## config.mk

```make
export PLATFORM = sky130hd
export DESIGN_NAME = gen_sample_fifo
export DESIGN_NICKNAME = d
export VERILOG_FILES = /design/src/rtl/gen_sample_fifo.sv
export SDC_FILE = /design/constraint.sdc
export NUM_CORES = 1
export LEC_CHECK = 0
export CORE_ASPECT_RATIO = 0.6
export CORE_MARGIN = 5
export CORE_UTILIZATION = 40
export CTS_BUF_LIST = sky130_fd_sc_hd__clkbuf_2 sky130_fd_sc_hd__clkbuf_4 sky130_fd_sc_hd__clkbuf_8
export CTS_CLUSTER_DIAMETER = 50
export DETAILED_ROUTE_END_ITERATION = 12
export PLACE_DENSITY = 0.68
export SLEW_MARGIN = 20
export SYNTH_ARGS = -nofsm -noshare
export SYNTH_HDL_FRONTEND = slang
export SYNTH_SLANG_ARGS = --single-unit
```

## constraint.sdc

```tcl
create_clock -name clk -period 2.8 [get_ports clk]
set_clock_uncertainty 0.15 [all_clocks]
set_input_delay 0.42 -clock clk [delete_from_list [all_inputs] [get_ports clk]]
set_output_delay 0.42 -clock clk [all_outputs]
set_load 0.005 [all_outputs]
```

## src/rtl/gen_sample_fifo.sv

```systemverilog
// Sample FIFO downstream of funct_generator. Reads come out through a registered port; the block also reports occupancy and sticky overflow/underflow flags.
// Optional almost-full/almost-empty flags are compiled in when GEN_FIFO_ALMOST_FLAGS_EN is defined.
module gen_sample_fifo #(
    parameter int DATA_WIDTH = 16,
    parameter int FIFO_DEPTH = 16,
    parameter int ADDR_W     = $clog2(FIFO_DEPTH)
`ifdef GEN_FIFO_ALMOST_FLAGS_EN
    ,
    parameter int AF_THRESH  = FIFO_DEPTH - 2,
    parameter int AE_THRESH  = 2
`endif
) (
    input  logic                         clk,
    input  logic                         rst,
    input  logic                         wr_en_i,
    input  logic signed [DATA_WIDTH-1:0] data_i,
    input  logic                         rd_en_i,
    input  logic                         clr_flags_i,
    output logic signed [DATA_WIDTH-1:0] data_o,
    output logic                         valid_o,
    output logic                         full_o,
    output logic                         empty_o,
    output logic [ADDR_W:0]              level_o,
    output logic                         ovf_o,
    output logic                         udf_o
`ifdef GEN_FIFO_ALMOST_FLAGS_EN
    ,
    output logic                         almost_full_o,
    output logic                         almost_empty_o
`endif
);

    localparam logic [ADDR_W:0] LP_DEPTH = (ADDR_W+1)'(FIFO_DEPTH);

    logic signed [DATA_WIDTH-1:0] r_mem [FIFO_DEPTH];
    logic        [ADDR_W-1:0]     r_wr_ptr;
    logic        [ADDR_W-1:0]     r_rd_ptr;
    logic        [ADDR_W:0]       r_level;
    logic signed [DATA_WIDTH-1:0] r_data;
    logic                         r_valid;
    logic                         r_full;
    logic                         r_empty;
    logic                         r_ovf;
    logic                         r_udf;

    logic                         w_wr_acc;
    logic                         w_rd_acc;
    logic                         w_ovf_evt;
    logic                         w_udf_evt;
    logic        [ADDR_W:0]       w_level_nxt;

    // A full FIFO may still take a write when a read frees a slot on the same edge.
    assign w_rd_acc  = rd_en_i && !r_empty;
    assign w_wr_acc  = wr_en_i && (!r_full || w_rd_acc);
    assign w_ovf_evt = wr_en_i && !w_wr_acc;
    assign w_udf_evt = rd_en_i && !w_rd_acc;

    always_comb begin
        w_level_nxt = r_level;
        if (w_wr_acc && !w_rd_acc) begin
            w_level_nxt = r_level + 1'b1;
        end else if (w_rd_acc && !w_wr_acc) begin
            w_level_nxt = r_level - 1'b1;
        end
    end

    always_ff @(posedge clk) begin
        if (rst && w_wr_acc) begin
            r_mem[r_wr_ptr] <= data_i;
        end
    end

    always_ff @(posedge clk) begin
        if (!rst) begin
            r_wr_ptr <= '0;
            r_rd_ptr <= '0;
            r_level  <= '0;
            r_data   <= '0;
            r_valid  <= 1'b0;
            r_full   <= 1'b0;
            r_empty  <= 1'b1;
            r_ovf    <= 1'b0;
            r_udf    <= 1'b0;
        end else begin
            if (w_wr_acc) begin
                r_wr_ptr <= r_wr_ptr + 1'b1;
            end
            if (w_rd_acc) begin
                r_rd_ptr <= r_rd_ptr + 1'b1;
                r_data   <= r_mem[r_rd_ptr];
            end
            r_valid <= w_rd_acc;
            r_level <= w_level_nxt;
            r_full  <= (w_level_nxt == LP_DEPTH);
            r_empty <= (w_level_nxt == '0);
            // A new event on the clear cycle keeps the flag set.
            r_ovf   <= w_ovf_evt || (r_ovf && !clr_flags_i);
            r_udf   <= w_udf_evt || (r_udf && !clr_flags_i);
        end
    end

    assign data_o  = r_data;
    assign valid_o = r_valid;
    assign full_o  = r_full;
    assign empty_o = r_empty;
    assign level_o = r_level;
    assign ovf_o   = r_ovf;
    assign udf_o   = r_udf;

`ifdef GEN_FIFO_ALMOST_FLAGS_EN
    localparam logic [ADDR_W:0] LP_AF = (ADDR_W+1)'(AF_THRESH);
    localparam logic [ADDR_W:0] LP_AE = (ADDR_W+1)'(AE_THRESH);

    logic r_almost_full;
    logic r_almost_empty;

    always_ff @(posedge clk) begin
        if (!rst) begin
            r_almost_full  <= 1'b0;
            r_almost_empty <= 1'b1;
        end else begin
            r_almost_full  <= (w_level_nxt >= LP_AF);
            r_almost_empty <= (w_level_nxt <= LP_AE);
        end
    end

    assign almost_full_o  = r_almost_full;
    assign almost_empty_o = r_almost_empty;
`endif

endmodule

```

==> impl_metrics.csv, run 1 <==
group,metric,value,unit
critical_path,reg2regPathDepth,6,
logic_synthesis,proportion_of_synthesized_area_in_mux_cells,13.0,%
finish,finalCoreUtilization,47.3,%
logic_synthesis,post_synth_fa_ha_maj_area_fraction,0.792,%
finish,antennaDiodeCount,0,
logic_synthesis,synth.top_cells.by_count,"sky130_fd_sc_hd__edfxtp_1, sky130_fd_sc_hd__mux4_2, sky130_fd_sc_hd__nor2_1",
logic_synthesis,yosys.area.top_type,"sky130_fd_sc_hd__edfxtp_1",
clocking,root_buffer_cell,"sky130_fd_sc_hd__clkbuf_8",
timing,hold_viol,0,
clocking,post_cts_resize_count,0,
logic_synthesis,synth_largest_type_area_fraction,69.5,%
clocking,clock_latency,0.53,ns
logic_synthesis,netlist_area,11100,um2
power_and_ir_drop,power_report.internal_total,6950,uW
run,cap_viol_max_count,0,
power_and_ir_drop,share_comb_of_total_power,9.8,%
global_routing,grt_antenna_before_repair,0,
drt,route.detailed.wl_per_inst,22.6,um
die,floorplan.io_pins,47,
timing,drv_slew,0,
finish,syn2layout_area_growth,17.3,%
die,chipWidth,225,um
logic_synthesis,post_synth_xor_area_fraction,0.634,%
logic_synthesis,postSynthAreaPerCell,19.5,um2
clocking,clock-sinks,290,
worst_hold_path,hold_depth,2,
timing,max_freq,0.447,GHz
drt,routed-via-count,5719,
logic_synthesis,synthesis.nets,596,
critical_path,critical_path_required,3.06,ns
run_status,outcome,"finished, final reports clean",
placed_design,gp_congestion,0.831,
drt,final_antenna_net_count,0,
clocking,cts.repair_timing.setup_buffer_count,0,
power_and_ir_drop,pwr-share-seq,54.0,%
finish,drive_above_1_share,26.4,%
critical_path,critical_path.max_fanout,10,
die,initial_standard_cell_utilization_of_the_core,40.3,%
logic_synthesis,netlist-cell-type-count,38,
placed_design,dp_hpwl,15.4,mm
logic_synthesis,synthSimpleGateAreaFrac,3.53,%
power_and_ir_drop,power_switching_share,22.6,%
clocking,cts.clk_slew.worst_paths,0.07,ns
critical_path,setup.worst_path.end_class,"flop",
global_routing,largest_net_degree_at_the_start_of_global_routing,41,
timing,transition_time_of_the_tightest_slew_check_pin,0.661,ns
global_routing,globalRoute.totalOverflow,0,
timing,final_min_period_over_clock_period,79.9,%
clocking,cts_tree,"built",
die,fp.dieArea,31200,um2
logic_synthesis,netlist_top_cells_area,"sky130_fd_sc_hd__edfxtp_1, sky130_fd_sc_hd__mux4_2, sky130_fd_sc_hd__dfxtp_1",
drt,remaining_drc_errors,0,
logic_synthesis,synth_seq_area_share,75.7,%
drt,detailedRoute.firstIterationViolations,673,
power_and_ir_drop,power.density,693,nW/um2
clocking,cts.hold.buffers_added,0,
logic_synthesis,synth_edf_count,256,
timing,rsz0062_at_grt,"no",
die,die_y,139,um
die,fp-row-count,47,
global_routing,grt_pass1_vias,5861,
logic_synthesis,dominant_combinational_cell_family_by_area_after_synthesis,"multiplexers",
drt,drt_first_pass_iters,5,
logic_synthesis,yosys.cell_count.top_type,"sky130_fd_sc_hd__edfxtp_1",
logic_synthesis,postSynthRegisterBits,290,
timing,min_tclk_post_route,2.24,ns
critical_path,worst-setup-path-type,"reg2reg",
timing,worst_slew_margin_rel,55.8,%
global_routing,global_route.usage.total,15.3,%
power_and_ir_drop,share_clk_of_total_power,36.2,%
clocking,cts_buffers,40,
timing,setup_total_negative_slack,0,ns
power_and_ir_drop,cellLeakagePower,0.00409,uW
finish,nNetsFinal,690,
drt,route.detailed.vias_per_inst,5.40,
logic_synthesis,yosys_most_used_dff,"sky130_fd_sc_hd__edfxtp_1",
critical_path,critical_path_arrival,2.50,ns
power_and_ir_drop,netSwitchingPower,2030,uW
logic_synthesis,synth_async_sr_flop_share,0,%
worst_hold_path,worst_hold_path_type,"reg2reg",
critical_path,worst_setup_path_start_kind,"flop",
die,area_of_the_core,27400,um2
timing,final-setup-viol-count,0,
logic_synthesis,synth_area_in_compound_gates,4.58,%
placed_design,port-buffer-count,46,
power_and_ir_drop,peakVddDrop,384,uV
global_routing,grt_pass1_wl,36.4,mm
clocking,ctsHtreeMaxLevel,2,
logic_synthesis,synthesis.yosys.warnings,0,
timing,finalHoldWorstSlack,0.349,ns
drt,routed_wl,23.9,mm
clocking,maximum_count_of_clock_buffers_along_a_single_path,3,
logic_synthesis,synth_instances,568,
per-layer routing:
layer,up-vias,global-route usage [%],routed length [um]
li1,2499,-,-
met1,2990,23.4,11400
met2,188,22.9,10700
met3,42,3.53,1410
met4,0,2.91,382
met5,-,0,0
registers in the layout, indices dropped and copies added, names as in the netlist:
register and cells:
r_mem 256, data_o 16, level_o 5, r_rd_ptr 4
r_wr_ptr 4, empty_o 1, full_o 1, ovf_o 1
udf_o 1, valid_o 1
layout by cell type (no fill, tap or decap), types with 7 or more instances in the layout:
cell and n:
sky130_fd_sc_hd__inv_1 7, sky130_fd_sc_hd__clkbuf_4 15, sky130_fd_sc_hd__nor2_2 16, sky130_fd_sc_hd__ha_1 7
sky130_fd_sc_hd__clkdlybuf4s50_1 46, sky130_fd_sc_hd__buf_4 31, sky130_fd_sc_hd__clkinv_1 8, sky130_fd_sc_hd__mux4_2 64
sky130_fd_sc_hd__nor2_1 29, sky130_fd_sc_hd__clkbuf_8 44, sky130_fd_sc_hd__a22oi_1 33, sky130_fd_sc_hd__a21oi_1 36
sky130_fd_sc_hd__nand2_1 10, sky130_fd_sc_hd__edfxtp_1 256, sky130_fd_sc_hd__dfxtp_1 32
worst max-delay path, cell delays in order (launching register included):
cell,delay [ns]
sky130_fd_sc_hd__dfxtp_4,0.45
sky130_fd_sc_hd__buf_4,0.27
sky130_fd_sc_hd__mux4_2,0.56
sky130_fd_sc_hd__a22oi_1,0.34
sky130_fd_sc_hd__a21oi_1,0.15
sky130_fd_sc_hd__a21oi_1,0.14
sky130_fd_sc_hd__nor2_1,0.05
logic make-up (layout without fill, tap and decap cells):
| kind of cell | after synthesis | count (layout) |
|---|---|---|
| AO/OA/AOI/OAI | 79 | 79 |
| buffers and inverters | 36 | 160 |
| multiplexers | 64 | 64 |
| adder cells (fa/ha/maj) | 7 | 7 |
| XOR/XNOR | 8 | 8 |
| flip-flops | 290 | 290 |
| AND/OR/NAND/NOR | 84 | 84 |
area by class of cell:
type,instances,area (um2)
repair buffers,81,773
well taps,367,459
fillers,2297,14400
flip-flops and latches,290,8370
clock buffers,59,718
clock inverters,13,82.6
multi-input cells,242,2540
inverters,7,26.3
stage by stage:
stage          power (uW)  cell area (um2)  cells  setup WS, ns
5_1_grt              9360            13000   1059         0.401
3_5_place_dp         5830            12200    987         0.181
4_1_cts              9100            13000   1059         0.536
3_3_place_gp         5800            12200    987         0.316
6_report             8980            13000   1059         0.564
2_1_floorplan        5490            11100    568         0.423
power groups by stage:
stage	registers, uW	clock network [uW]	logic, uW
after floorplan	4920	0	562
after global placement	4940	0	860
after detailed placement	4950	0	886
after CTS	4850	3360	891
after global routing	4860	3550	953
final	4850	3250	880
worst paths after layout:
path | startpoint | end | slack, ns
hold / removal | data_o[5] | data_o[5] | 0.35
hold reg to reg | data_o[5] | data_o[5] | 0.35
setup / recovery | r_rd_ptr[0] | data_o[14] | 0.56
setup reg to reg | r_rd_ptr[0] | data_o[14] | 0.56
Note: power is estimated with default switching activity, not from simulation.
==> run 2, diff against run 1 <==
==> constraint.sdc (replaced) <==
create_clock -name clk -period 2.1 [get_ports clk]
set_clock_uncertainty 0.15 [all_clocks]
set_input_delay 0.315 -clock clk [delete_from_list [all_inputs] [get_ports clk]]
set_output_delay 0.315 -clock clk [all_outputs]
set_load 0.005 [all_outputs]
==> run 2 against run 1 <==
Compared with the run above: non-clock buffer count rose by 29; sequential share of layout area fell by 3.5 points; core utilization increased by 2.7 points; register-to-register slack got worse by 0.56 ns; via count increased by 3.4%; global-route usage is 0.62 points higher; fmax rose by 6.7%.
==> impl_metrics.csv, run 2 (same netlist as run 1, synthesis figures left out) <==
group,metric,value,unit
global_routing,met1_usage,24.3,%
finish,num-fill-cells,2231,
drt,route.detailed.vias_per_inst,5.41,
critical_path,worst-setup-path-type,"reg2reg",
global_routing,grt_antenna_before_repair,0,
power_and_ir_drop,power.density,942,nW/um2
die,floorplan.io_pins,47,
timing,transition_time_of_the_tightest_slew_check_pin,0.710,ns
power_and_ir_drop,peakVddDrop,604,uV
finish,finish.cell_count_without_fillers,1092,
finish,largest_reg_flops,256,
timing,rsz0062_at_grt,"yes",
clocking,clock-sinks,290,
drt,detailedRoute.firstIterationViolations,548,
finish,antennaDiodeCount,0,
global_routing,grt_pass1_wl,37.8,mm
critical_path,worst_setup_path_start_kind,"flop",
placed_design,gp_congestion,0.879,
placed_design,dp_hpwl,16.0,mm
finish,multi_input_comb_area,2670,um2
timing,min_tclk_post_route,2.10,ns
timing,finalHoldWorstSlack,0.277,ns
drt,remaining_drc_errors,0,
worst_hold_path,worst_hold_path_type,"in2reg",
placed_design,dp_cells,1002,
critical_path,critical_path_arrival,2.38,ns
clocking,root_buffer_cell,"sky130_fd_sc_hd__clkbuf_8",
die,initial_standard_cell_utilization_of_the_core,40.3,%
run,cap_viol_max_count,0,
global_routing,met2_usage,23.6,%
drt,final_antenna_net_count,0,
global_routing,grt.busiest_layer,"met1",
drt,route.detailed.wl_per_inst,23.3,um
critical_path,critical_path_required,2.38,ns
die,chipWidth,225,um
clocking,maximum_count_of_clock_buffers_along_a_single_path,3,
global_routing,largest_net_degree_at_the_start_of_global_routing,32,
global_routing,gr-usage-met3,3.79,%
critical_path,critical_path.max_fanout,8,
clocking,cts.hold.buffers_added,0,
finish,seqCellArea,8380,um2
timing,hold_viol,0,
timing,setup_total_negative_slack,0,ns
clocking,cts.clk_slew.worst_paths,0.07,ns
die,area_of_the_core,27400,um2
clocking,cts_tree,"built",
finish,nNetsFinal,721,
finish,top_register_by_number_of_flip_flops,"r_mem",
timing,final_min_period_over_clock_period,99.8,%
finish,layout.cells.most_common_list,"sky130_fd_sc_hd__edfxtp_1, sky130_fd_sc_hd__mux4_2, sky130_fd_sc_hd__clkdlybuf4s50_1",
critical_path,setup.worst_path.end_class,"flop",
timing,final-setup-viol-count,0,
clocking,cts_buffers,42,
timing,max_freq,0.477,GHz
timing,drv_slew,0,
clocking,ctsHtreeMaxLevel,2,
finish,syn2layout_area_growth,24.1,%
finish,drive_above_1_share,33.4,%
global_routing,global_route.usage.total,15.9,%
finish,most_common_cell_after_layout_fill_and_taps_aside,"sky130_fd_sc_hd__edfxtp_1",
drt,routed_wl,25.5,mm
timing,worst_slew_margin_rel,52.5,%
placed_design,port-buffer-count,46,
drt,drt_first_pass_iters,4,
drt,routed-via-count,5913,
clocking,clock_latency,0.56,ns
die,die_y,139,um
die,fp.dieArea,31200,um2
power_and_ir_drop,cellLeakagePower,0.00438,uW
run_status,outcome,"finished, final reports clean",
die,fp-row-count,47,
global_routing,grt_pass1_vias,6007,
global_routing,globalRoute.totalOverflow,0,
==> run 2: routing by layer <==
metal	wire length (um)	up-vias
li1	-	2574
met2	11600	244
met3	1890	28
met5	43	-
met1	11700	3065
met4	261	2
==> run 2: repair_timing <==
action | in CTS | in global routing
resized for setup | 0 | 31
setup buffers | 0 | 10
setup endpoints to repair | 0 | 10
==> run 2: final cells by class <==
type	instances	share of cell area (%)
Multi-Input combinational cell	242	19.5
Inverter	7	0.192
Clock inverter	23	1.90
Clock buffer	53	4.86
Tap cell	367	3.35
Timing Repair Buffer	110	9.18
Sequential cell	290	61.1
==> run 2: critical path: stages (launching register included) <==
cell	delay (ns)
sky130_fd_sc_hd__dfxtp_4	0.50
sky130_fd_sc_hd__buf_12	0.19
sky130_fd_sc_hd__buf_4	0.12
sky130_fd_sc_hd__mux4_2	0.54
sky130_fd_sc_hd__a22oi_2	0.21
sky130_fd_sc_hd__a21oi_1	0.09
sky130_fd_sc_hd__a21oi_1	0.13
sky130_fd_sc_hd__nor2_1	0.05
==> run 2: path summary, 6_finish.rpt <==
path	startpoint	to	slack, ns	cells past startpoint
min	clr_flags_i	udf_o	0.28	4
max reg2reg	r_rd_ptr[0]	data_o[2]	0.004	7
min reg2reg	data_o[9]	data_o[9]	0.34	2
max	r_rd_ptr[0]	data_o[2]	0.004	7
==> run 2: report_power, final <==
group | switching (uW) | internal, uW
Clock | 2120 | 2840
Combinational | 709 | 788
Sequential | 84.5 | 6380
==> run 2: stage by stage <==
step	utilization [%]	total power [uW]	setup slack [ns]	cell area, um2
CTS	48.9	12900	0.00417	13400
global route	50.1	13500	-0.0486	13700
floorplan	-	7320	-0.243	11100
global placement	45.5	7860	-0.157	12500
finish	50.1	12900	0.00355	13700
detailed placement	45.5	7900	-0.210	12500
